`src/rtl/dec_pkg.sv`:
```
// Shared definitions for the decimal arithmetic blocks: digit width,
// largest legal BCD digit and the subtractor control states.
package dec_pkg;

   localparam int BCD_W = 4;
   localparam logic [3:0] BCD_MAX = 4'd9;

   typedef enum logic [1:0] {
      ST_IDLE = 2'd0,
      ST_CALC = 2'd1,
      ST_DONE = 2'd2
   } state_t;

endpackage

```
`src/rtl/dec_sub_digit.sv`:
```
// Combinational single-digit BCD subtract stage: d = a - b - b_in, folded
// back into 0..9 with a borrow when the raw difference goes negative.
module dec_sub_digit (
   input  logic [3:0] a,
   input  logic [3:0] b,
   input  logic       b_in,
   output logic [3:0] d,
   output logic       b_out
);

   logic [4:0] diff;

   // Bit 4 of the 5-bit two's-complement difference is the sign.
   always_comb begin
      diff  = {1'b0, a} - {1'b0, b} - {4'b0000, b_in};
      b_out = diff[4];
      d     = diff[4] ? (diff[3:0] + 4'd10) : diff[3:0];
   end

endmodule

```
`src/rtl/dec_subtractor.sv`:
```
// Digit-serial BCD subtractor computing A - B one digit per clock, least
// significant digit first, with a start/busy/done handshake.
module dec_subtractor
   import dec_pkg::*;
#(
   parameter int DIGITS = 2
) (
   input  logic                  clk,
   input  logic                  rst,
   input  logic                  start,
   input  logic [4*DIGITS-1:0]   A,
   input  logic [4*DIGITS-1:0]   B,
   output logic                  busy,
   output logic                  done,
   output logic [4*DIGITS-1:0]   s,
   output logic                  b_out,
   output logic                  err
);

   localparam int W     = BCD_W * DIGITS;
   localparam int IDX_W = (DIGITS > 1) ? $clog2(DIGITS) : 1;
   localparam logic [IDX_W-1:0] LAST = IDX_W'(DIGITS - 1);

   state_t           state, stateNext;
   logic [W-1:0]     areg, breg, res, resNext;
   logic [IDX_W-1:0] idx;
   logic             borrow, errLatch, badIn;
   logic [3:0]       aDig, bDig, dig;
   logic             digBorrow;

   dec_sub_digit u_digit (
      .a     (aDig),
      .b     (bDig),
      .b_in  (borrow),
      .d     (dig),
      .b_out (digBorrow)
   );

   always_comb begin
      aDig    = areg[idx*BCD_W +: BCD_W];
      bDig    = breg[idx*BCD_W +: BCD_W];
      resNext = res;
      resNext[idx*BCD_W +: BCD_W] = dig;
   end

   // Operand validity is judged on the values being latched this edge.
   always_comb begin
      badIn = 1'b0;
      for (int i = 0; i < DIGITS; i++) begin
         if (A[i*BCD_W +: BCD_W] > BCD_MAX || B[i*BCD_W +: BCD_W] > BCD_MAX)
            badIn = 1'b1;
      end
   end

   always_comb begin
      stateNext = state;
      case (state)
         ST_IDLE: if (start) stateNext = ST_CALC;
         ST_CALC: if (idx == LAST) stateNext = ST_DONE;
         ST_DONE: stateNext = start ? ST_CALC : ST_IDLE;
         default: stateNext = ST_IDLE;
      endcase
   end

   always_ff @(posedge clk or posedge rst) begin
      if (rst) state <= ST_IDLE;
      else     state <= stateNext;
   end

   // Published results only change on the final digit, so they hold
   // through IDLE and while the next operation is running.
   always_ff @(posedge clk or posedge rst) begin
      if (rst) begin
         areg     <= '0;
         breg     <= '0;
         res      <= '0;
         idx      <= '0;
         borrow   <= 1'b0;
         errLatch <= 1'b0;
         s        <= '0;
         b_out    <= 1'b0;
         err      <= 1'b0;
      end else if (state != ST_CALC && start) begin
         areg     <= A;
         breg     <= B;
         idx      <= '0;
         borrow   <= 1'b0;
         errLatch <= badIn;
      end else if (state == ST_CALC) begin
         res    <= resNext;
         borrow <= digBorrow;
         if (idx == LAST) begin
            idx   <= '0;
            s     <= errLatch ? '0 : resNext;
            b_out <= errLatch ? 1'b0 : digBorrow;
            err   <= errLatch;
         end else begin
            idx <= idx + 1'b1;
         end
      end
   end

   assign busy = (state == ST_CALC);
   assign done = (state == ST_DONE);

endmodule

```
`config.mk`:
```
export PLATFORM = sky130hd
export DESIGN_NAME = dec_subtractor
export DESIGN_NICKNAME = d
export VERILOG_FILES = /design/src/rtl/dec_pkg.sv /design/src/rtl/dec_sub_digit.sv /design/src/rtl/dec_subtractor.sv
export SDC_FILE = /design/constraint.sdc
export NUM_CORES = 1
export LEC_CHECK = 0
export BUFFER_PORTS_ARGS = -buffer_cell sky130_fd_sc_hd__buf_2
export CORE_MARGIN = 1
export CORE_UTILIZATION = 25
export DETAILED_ROUTE_END_ITERATION = 6
export GPL_TIMING_DRIVEN = 0
export PLACE_DENSITY_LB_ADDON = 0.3
export SETUP_SLACK_MARGIN = 0.5
export SYNTH_ARGS = -nofsm -noshare
export SYNTH_HDL_FRONTEND = slang
export SYNTH_SLANG_ARGS = --single-unit
```
`constraint.sdc`:
```
create_clock -name clk -period 3.45 [get_ports clk]
set_input_delay 1.035 -clock clk [delete_from_list [all_inputs] [get_ports clk]]
set_output_delay 1.035 -clock clk [all_outputs]
set_load 0.03 [all_outputs]
```
==> results.yml, run 1 <==
worst_setup_path:
  cp.depth: 11
  regToRegEndpoint: "res[2]$_DFFE_PP0P_"
  critPathTopFamily: "adder cells"
  r2r_cells: 11
  crit_path_end_kind: "register"
  reg2reg_from: "idx$_DFFE_PP0P_"
  crit_top_cell: "fa_2"
  worstPathArrival_ns: 3.09
  cp-endpoint: "res[2]$_DFFE_PP0P_"
  crit_start: "idx$_DFFE_PP0P_"
  rrSetupSlack_ns: 0.53
  slowest_stage: "fa_2"
  crit_path_max_fanout: 3
  worstPathCellList: "buf_6 -> mux2_4 -> fa_2 -> fa_2 -> and2b_1 -> or2b_1 -> ha_4 -> mux2i_1 -> o22ai_1 -> nor3_2 -> o21ai_1"
  cpPeakStageDelay_ns: 0.41
  critPathRequiredTime_ns: 3.62
  start_kind: "register"
  worstSetupPathType: "reg -> reg"
  crit_buf_inv: 1
clock_network:
  h-tree-depth: 2
  path_clk_slew_ns: 0.07
  cts_tree: "built"
  clock_sinks: 35
  clock_latency_ns: 0.29
  clockBufferDepth: 2
  numCtsBuffers: 5
  root_buffer: "clkbuf_8"
layout:
  nets: 217
  final_cell_mix: "dfrtp_1, buf_2, mux2_2, nand2_1, o21ai_0"
  drive_gt1_share_pct: 39.3
  n_antenna_cell: 0
  final_common_cell: "dfrtp_1"
  syn2layout_area_growth_pct: 26.1
global_route:
  grt_pass1_wl_mm: 5.51
  grt_usage_pct: 10.0
  grt_max_degree: 24
  grt_pass1_vias: 1119
  overflow: 0
  antenna_found_initial: 0
floorplan:
  row_count: 29
  fp.coreArea_um2: 6490
  die_area_um2: 7180
  num_io_pins: 31
  fp.dieH_um: 84.7
  die_w_um: 84.7
  start_util_pct: 26.4
outcome:
  outcome: "finished, violations left"
  violations: "DRC"
route:
  wl_per_cell_um: 12.2
  dr_total_vias: 1161
  drtPass1Iterations: 7
  first_iter_violations: 30
  detail-route-antenna-nets: 0
  via_per_inst: 4.33
  drc_errors: 2
  wl_mm: 3.27
synthesis:
  synth_area_leaders: "dfrtp_1, mux2_2, o21ai_0, ha_1, mux2i_1"
  syn_avg_cell_area_um2: 11.6
  synth_area_um2: 1710
  synth_largest_area_cell: "dfrtp_1"
  yosys_warnings: 0
  syn-num-nets: 174
  postSynthCellCount: 148
  yosysSeqAreaShare_pct: 51.2
  synthDistinctLibCells: 32
  synth_top_cell_area_share_pct: 51.2
  ys_seq_elements: 35
sta:
  tightest_slew_ns: 0.591
  max-slew-margin-rel_pct: 60.6
  max_freq_ghz: 0.343
  fin_tns_setup_ns: 0
  hold_viol: 0
  skew_ns: 0.00685
  timing.final.crit_share_pct: 84.6
  setup_violations: 0
  slew_violations: 0
  rsz0062_at_grt: "yes"
  layout_min_cycle_time_ns: 2.92
worst_hold_path:
  hold_class: "reg -> reg"
placement:
  portBuffers: 30
  gp_congestion: 0.710
  place.detailed.hpwl_mm: 2.52
flow_run:
  drv_cap: 0
## layer usage
layer / vias up / global-route usage, % / share of wire, %
li1: 589 / - / -
met4: 0 / 4.62 / 0.64
met1: 536 / 13.9 / 50
met5: - / 0 / 0
met2: 33 / 14.0 / 44
met3: 3 / 3.44 / 5.2
## worst reg2reg max path: stages (launching register included)
cell     delay, ns
dfrtp_1       0.40
buf_6         0.13
mux2_4        0.30
fa_2          0.41
fa_2          0.35
and2b_1       0.17
or2b_1        0.25
ha_4          0.23
mux2i_1       0.12
o22ai_1       0.11
nor3_2        0.23
o21ai_1       0.10
## repair_timing
item                       CTS  global route
pin swaps                    2             7
setup endpoints to repair    2             2
buffers inserted             5             0
hold buffers                 0             0
gates resized for setup      5             1
## layout make-up
cell class / instances / area [µm²]
buffer: 5 / 31.3
multi-input combinational: 100 / 807
timing repair buffer: 36 / 215
tap: 77 / 96.3
clock inverter: 1 / 30.0
clock buffer: 6 / 72.6
inverter: 8 / 30.0
fill: 648 / 4340
sequential: 35 / 876
## registers in the layout (all words and copies together) (netlist names)
signal    flops
areg          8
idx           1
res           4
errLatch      1
state         2
s             8
borrow        1
err           1
breg          8
b_out         1
## worst min-delay path by stage
stage	end	slack (ns)	start	cells after the start
CTS	s[7]$_DFFE_PP0P_	0.48	s[7]$_DFFE_PP0P_	2
global placement	s[1]$_DFFE_PP0P_	0.46	s[1]$_DFFE_PP0P_	2
global route	s[1]$_DFFE_PP0P_	0.50	s[1]$_DFFE_PP0P_	2
floorplan	res[2]$_DFFE_PP0P_	0.45	res[2]$_DFFE_PP0P_	2
finish	s[7]$_DFFE_PP0P_	0.47	s[7]$_DFFE_PP0P_	2
detailed placement	s[7]$_DFFE_PP0P_	0.47	s[7]$_DFFE_PP0P_	2
## logic make-up after synthesis
family,synth area share [%]
AOI/OAI and AO/OA,9.06
buffers and inverters,3.22
xor gates and xnor gates,1.54
muxes,18.2
DFF,51.2
adders and majority gates,5.99
and+or+nand+nor,10.8
## per-stage QoR
stage          setup slack [ns]  utilization (%)  instance area, µm²  hold WS (ns)  instances
5_1_grt                   0.403             33.2                2160         0.502        268
6_report                  0.532             33.2                2160         0.475        268
3_5_place_dp              0.205             30.7                1990         0.468        256
2_1_floorplan             0.522                -                1720         0.451        148
4_1_cts                   0.537             33.2                2150         0.484        268
3_3_place_gp              0.248             30.3                1970         0.459        255
## cells in the mapped netlist
master	instances
o21ai_0	17
clkbuf_1	2
a31oi_1	1
dfrtp_1	35
nor2_1	1
nand2b_4	1
nand2b_1	7
o21ai_1	2
a211o_1	1
a41oi_1	1
or2_2	1
mux2_2	21
xor2_1	1
or2b_1	2
nor3_1	3
nand2_1	15
fa_1	2
and2_1	2
buf_4	1
nor2b_1	1
xnor2_1	2
ha_1	5
buf_2	2
mux2i_1	6
a21oi_1	1
and2b_1	1
mux2_4	1
inv_1	8
a21oi_2	2
a21o_1	1
nand3_1	1
o22ai_1	1
Power of run 1 is left out: the tool's default activity adds up to more than one toggle a clock period on the data nets, which glitch-free logic cannot reach.
==> inputs of run 2 (changes only) <==
--- a/config.mk
+++ b/config.mk
@@ -5,6 +5,7 @@
 export SDC_FILE = /design/constraint.sdc
 export NUM_CORES = 1
 export LEC_CHECK = 0
+export ABC_AREA = 1
 export BUFFER_PORTS_ARGS = -buffer_cell sky130_fd_sc_hd__buf_2
 export CORE_MARGIN = 1
 export CORE_UTILIZATION = 25
==> constraint.sdc (replaced) <==
create_clock -name clk -period 2.6 [get_ports clk]
set_input_delay 0.78 -clock clk [delete_from_list [all_inputs] [get_ports clk]]
set_output_delay 0.78 -clock clk [all_outputs]
set_load 0.03 [all_outputs]
==> run 2 against run 1 <==
  * Worst setup slack lost 0.25 ns
  * Die area grew 4.4%
  * The flow now finishes without violations
  * Via count grew 24%
  * Critical path type unchanged
  * Largest cell class is now multi-input combinational cells
==> results.yml, run 2 <==
outcome:
  outcome: "completed"
sta:
  max_freq_ghz: 0.431
  tightest_slew_ns: 0.734
  fin_tns_setup_ns: 0
  layout_min_cycle_time_ns: 2.32
  max-slew-margin-rel_pct: 51.0
  skew_ns: 0.00662
  rsz0062_at_grt: "yes"
  setup_violations: 0
  slew_violations: 0
  hold_viol: 0
  timing.final.crit_share_pct: 89.2
floorplan:
  die_w_um: 86.6
  num_io_pins: 31
  start_util_pct: 26.0
  die_area_um2: 7500
  fp.coreArea_um2: 6870
  fp.dieH_um: 86.6
  row_count: 30
route:
  drtPass1Iterations: 4
  route.top_layer_used: "met4"
  met3WireLength_um: 145
  via_per_inst: 4.07
  first_iter_violations: 38
  wl_mm: 3.65
  wl_per_cell_um: 10.4
  wl_met2_mm: 1.68
  dr_total_vias: 1434
  drc_errors: 0
  detail-route-antenna-nets: 0
  met1_length_mm: 1.80
clock_network:
  h-tree-depth: 2
  numCtsBuffers: 5
  root_buffer: "clkbuf_8"
  clockBufferDepth: 2
  clock_latency_ns: 0.28
  path_clk_slew_ns: 0.07
  clock_sinks: 35
  cts_tree: "built"
worst_setup_path:
  regToRegEndpoint: "borrow$_DFFE_PP0P_"
  crit_path_max_fanout: 5
  reg2reg_from: "idx$_DFFE_PP0P_"
  worstPathArrival_ns: 2.52
  worstSetupPathType: "reg -> reg"
  r2r_cells: 15
  crit_path_end_kind: "register"
  start_kind: "register"
  critPathRequiredTime_ns: 2.80
  rrSetupSlack_ns: 0.28
synthesis:
  synth.most_common_cell: "nand2_1"
  syn_avg_cell_area_um2: 8.73
  ys_seq_elements: 35
  synth_area_leaders: "dfrtp_1, nand2_1, o21ai_0, inv_1, ha_1"
  yosys_warnings: 0
  async_flop_share_pct: 100
  synthDistinctLibCells: 28
  synth_area_um2: 1790
  synth_edf_count: 0
  yosysSeqAreaShare_pct: 49.0
  postSynthCellCount: 205
  synth_commonest_cells: "nand2_1, dfrtp_1, inv_1, o21ai_0, nand3_1"
  synth_top_cell_area_share_pct: 49.0
  ys.flop_type: "dfrtp_1"
  syn-num-nets: 231
  synth_largest_area_cell: "dfrtp_1"
flow_run:
  drv_cap: 0
global_route:
  grt_pass1_wl_mm: 6.31
  overflow: 0
  grt_pass1_vias: 1377
  grt_max_degree: 36
  grt_usage_pct: 10.8
  antenna_found_initial: 0
placement:
  dp_cells: 331
  place.detailed.hpwl_mm: 2.70
  portBuffers: 30
  gp_congestion: 0.699
worst_hold_path:
  holdPathEnd: "s[7]$_DFFE_PP0P_"
  min_path_cells: 2
  min-delay-start: "s[7]$_DFFE_PP0P_"
  hold_class: "reg -> reg"
layout:
  syn2layout_area_growth_pct: 34.1
  final_cell_mix: "nand2_1, dfrtp_1, buf_2, inv_1, o21ai_0"
  fill_cells: 744
  nets: 281
  final_cells: 352
  final_common_cell: "nand2_1"
  top_regs: "areg (8), breg (8), s (8)"
  drive_gt1_share_pct: 39.5
  n_antenna_cell: 0
run 2: changes by cell type in the layout (fill, tap and decap cells not counted), moves of 7 or more:
cell,delta
buf_4,+8
nand2b_1,-7
nand2_1,+47
nand2_2,+8
inv_2,+7
mux2_2,-20
inv_1,+13
run 2: how the worst max path moves through the flow:
stage                          to  slack [ns]  cells past startpoint       startpoint
2_1_floorplan  res[3]$_DFFE_PP0P_        0.38                     13  idx$_DFFE_PP0P_
3_3_place_gp   res[2]$_DFFE_PP0P_        0.21                     14  idx$_DFFE_PP0P_
3_5_place_dp   res[2]$_DFFE_PP0P_        0.21                     14  idx$_DFFE_PP0P_
4_1_cts          s[5]$_DFFE_PP0P_        0.24                     15  idx$_DFFE_PP0P_
5_1_grt          s[5]$_DFFE_PP0P_        0.15                     15  idx$_DFFE_PP0P_
6_report       borrow$_DFFE_PP0P_        0.28                     15  idx$_DFFE_PP0P_
run 2: metal layers:
layer,GRT usage [%],vias to the layer above
li1,-,736
met3,3.14,2
met4,1.82,0
met2,17.0,28
met1,14.9,668
met5,0,-
run 2: cells by family after synthesis:
| kind of cell | Yosys count | share of synthesized area (%) |
|---|---|---|
| flip-flops | 35 | 49.0 |
| buffers and inverters | 35 | 9.09 |
| multiplexers | 2 | 1.12 |
| AO/OA/AOI/OAI | 32 | 10.4 |
| XOR/XNOR | 1 | 0.909 |
| AND/OR/NAND/NOR | 93 | 23.8 |
| adder cells (fa/ha/maj) | 7 | 5.73 |
run 2: what timing repair did:
| action | CTS | global route |
|---|---|---|
| hold endpoints to repair | 0 | 0 |
| buffers inserted | 9 | 4 |
| hold buffers | 0 | 0 |
| pin swaps | 10 | 13 |
| resized for setup | 7 | 18 |
| setup endpoints to repair | 8 | 8 |
run 2: worst max-delay path, cell delays in order (launching register included):
cell and delay [ns]:
dfrtp_1 0.37, buf_6 0.13, buf_6 0.12, nand2_2 0.05, nand2_2 0.06, fa_2 0.37, fa_2 0.37, inv_2 0.08
nand2_4 0.06, nand2_4 0.07, nand2_4 0.05, nand2_4 0.10, nand2_8 0.07, buf_4 0.14, buf_4 0.12, o22ai_2 0.08
run 2: layout make-up:
type / count / area [µm²] / share of cell area (%)
inverter: 30 / 120 / 5.01
clock buffer: 8 / 100 / 4.17
multi-input combinational: 135 / 883 / 36.8
buffer: 5 / 48.8 / 2.03
tap: 96 / 120 / 5.01
sequential: 35 / 876 / 36.5
timing repair buffer: 43 / 251 / 10.5
run 2: through the flow:
stage	worst slack [ns]	cell area (µm²)	hold slack (ns)	util [%]
2_1_floorplan	0.383	1830	0.437	-
3_3_place_gp	0.213	2100	0.455	30.6
4_1_cts	0.236	2300	0.474	33.5
3_5_place_dp	0.211	2100	0.457	30.6
6_report	0.280	2400	0.470	34.9
5_1_grt	0.147	2400	0.488	34.9
Power of run 2 is left out for the same reason.
==> inputs of run 3 (changes only) <==
--- a/config.mk
+++ b/config.mk
@@ -15,4 +15,5 @@
 export SETUP_SLACK_MARGIN = 0.5
 export SYNTH_ARGS = -nofsm -noshare
 export SYNTH_HDL_FRONTEND = slang
+export SYNTH_HIERARCHICAL = 1
 export SYNTH_SLANG_ARGS = --single-unit
==> run 3 against run 2 <==
  * Clock skew is 0.0020 ns lower
  * Area after synthesis is 13% higher
  * Worst setup slack worse by 0.16 ns
  * Design area is 8.3% higher
  * First-iteration DRC count grew to 2.6 times the previous value
  * Synthesized cell count is 21% higher
  * Largest cell class unchanged
==> results.yml, run 3 <==
floorplan:
  die_w_um: 92.0
  row_count: 32
  die_area_um2: 8470
  fp.coreArea_um2: 7770
  num_io_pins: 31
  fp.dieH_um: 92.0
  start_util_pct: 26.1
clock_network:
  clock_sinks: 38
  root_buffer: "clkbuf_8"
  numCtsBuffers: 5
  clockBufferDepth: 2
  h-tree-depth: 2
  clock_latency_ns: 0.28
  cts_tree: "built"
  ctsHoldBuffers: 0
  path_clk_slew_ns: 0.08
sta:
  skew_ns: 0.00458
  hold_slack_ns: 0.473
  tightest_slew_ns: 0.809
  hold_viol: 0
  layout_min_cycle_time_ns: 2.48
  slew_violations: 0
  rsz0062_at_grt: "yes"
  fin_tns_setup_ns: 0
  max-slew-margin-rel_pct: 46.0
  max_freq_ghz: 0.403
  setup_violations: 0
  timing.final.crit_share_pct: 95.3
global_route:
  grt_pass1_vias: 1602
  grt_pass1_wl_mm: 7.44
  overflow: 0
  grt_max_degree: 39
  grt_usage_pct: 11.1
  antenna_found_initial: 0
synthesis:
  synth_area_leaders: "dfrtp_1, nand2_1, o21ai_0, inv_1, ha_1"
  syn-num-nets: 276
  synth_largest_area_cell: "dfrtp_1"
  synth_top_cell_area_share_pct: 46.9
  postSynthCellCount: 248
  ys.flop_type: "dfrtp_1"
  yosysSeqAreaShare_pct: 46.9
  async_flop_share_pct: 100
  yosys_warnings: 6
  synth_edf_count: 0
  synth_commonest_cells: "nand2_1, dfrtp_1, inv_1, o21ai_0, nand3_1"
  synth_area_um2: 2030
  synthDistinctLibCells: 22
  syn_avg_cell_area_um2: 8.17
  ys_seq_elements: 38
  synth.most_common_cell: "nand2_1"
layout:
  n_antenna_cell: 0
  final_cell_mix: "nand2_1, dfrtp_1, buf_2, inv_1, o21ai_2"
  final_common_cell: "nand2_1"
  final_cells: 397
  nets: 322
  final_area_um2: 2600
  drive_gt1_share_pct: 35.6
  syn2layout_area_growth_pct: 28.3
  top_regs: "areg (8), breg (8), s (8)"
worst_setup_path:
  critPathTopFamily: "adder cells"
  slowest_stage: "fa_2"
  worstSetupPathType: "reg -> reg"
  worstPathArrival_ns: 2.65
  start_kind: "register"
  crit_path_max_fanout: 7
  crit_path_end_kind: "register"
  crit_top_cell: "nand2_1"
  crit_buf_inv: 3
  worstPathCellList: "buf_6 -> buf_6 -> nand2_1 -> o21ai_2 -> fa_2 -> fa_2 -> ha_4 -> nand2_1 -> nand2_1 -> inv_2 -> nand2_2 -> o21ai_2 -> o21ai_1"
  critPathRequiredTime_ns: 2.77
  cpPeakStageDelay_ns: 0.60
route:
  wl_mm: 4.25
  via_per_inst: 4.12
  drc_errors: 0
  detail-route-antenna-nets: 0
  wl_met2_mm: 1.97
  drtPass1Iterations: 4
  route.top_layer_used: "met4"
  met1_length_mm: 2.09
  met3WireLength_um: 177
  first_iter_violations: 98
  wl_per_cell_um: 10.7
  dr_total_vias: 1635
outcome:
  outcome: "completed"
placement:
  place.detailed.hpwl_mm: 3.10
  dp_cells: 380
  dpl-instance-area_um2: 2360
  portBuffers: 30
  gp_congestion: 0.719
flow_run:
  drv_cap: 0
worst_hold_path:
  hold_class: "reg -> reg"
==> run 3: cell count changes after synthesis, sizes merged, moves of 2 or more <==
cell   previous run  this run
nand2            76       103
o21ai            29        38
dfrtp            35        38
inv              30        33
nand3             8        11
ha                5         7
mux2i             2         0
nand4             2         0
nor2              6         8
==> run 3: kinds of logic (layout without fill, tap and decap cells) <==
| logic type | after synthesis | count (layout) | share of synthesized area (%) |
|---|---|---|---|
| adders and majority gates | 9 | 9 | 6.30 |
| and+or+nand+nor | 122 | 122 | 27.3 |
| xor gates and xnor gates | 1 | 1 | 0.432 |
| DFF | 38 | 38 | 46.9 |
| buffers and inverters | 39 | 86 | 7.84 |
| AOI/OAI and AO/OA | 39 | 39 | 11.2 |
==> run 3: final timing paths <==
kind                                startpoint                   to  slack (ns)  cells after the start
max                            idx$_DFFE_PP0P_   res[6]$_DFFE_PP0N_        0.12                     13
min                        breg[2]$_DFFE_PP0P_  breg[2]$_DFFE_PP0P_        0.47                      2
max reg2reg                    idx$_DFFE_PP0P_   res[6]$_DFFE_PP0N_        0.12                     13
min reg2reg                breg[2]$_DFFE_PP0P_  breg[2]$_DFFE_PP0P_        0.47                      2
max in group asynchronous                  rst    b_out$_DFFE_PP0P_        1.45                      2
min in group asynchronous                  rst  breg[0]$_DFFE_PP0P_        0.65                      2
==> run 3: what timing repair did <==
action                                  in CTS  in global routing
buffers inserted                             8                  1
pin swaps                                   15                  3
endpoints found under the setup margin      17                 17
gates cloned                                 0                  0
resized for setup                           21                  5
==> run 3: per-layer routing <==
layer / vias to the layer above / GRT usage (%)
li1: 866 / -
met1: 735 / 15.1
met2: 32 / 17.7
met3: 2 / 2.49
met4: 0 / 2.73
met5: - / 0
==> run 3: cell type report <==
type / count / area, µm²
fillers: 846 / 5170
multi-input cells: 171 / 1000
flip-flops and latches: 38 / 951
repair buffers: 39 / 225
inverters: 33 / 131
well taps: 102 / 128
clock buffers: 5 / 68.8
plain buffers: 6 / 55.1
clock inverters: 3 / 40.0
==> run 3: tightest hold or removal path: cells and delay by family, from the launching register on <==
kind	cells	cell delay, ns
flops	1	0.35
simple gates	2	0.09
==> run 3: metrics by stage <==
| stage | utilization [%] | setup WS (ns) |
|---|---|---|
| floorplan | - | 0.188 |
| global placement | 30.4 | -0.0492 |
| detailed placement | 30.4 | -0.0564 |
| CTS | 33.2 | 0.116 |
| global route | 33.5 | -0.0295 |
| finish | 33.5 | 0.122 |
Power of run 3 is left out for the same reason.
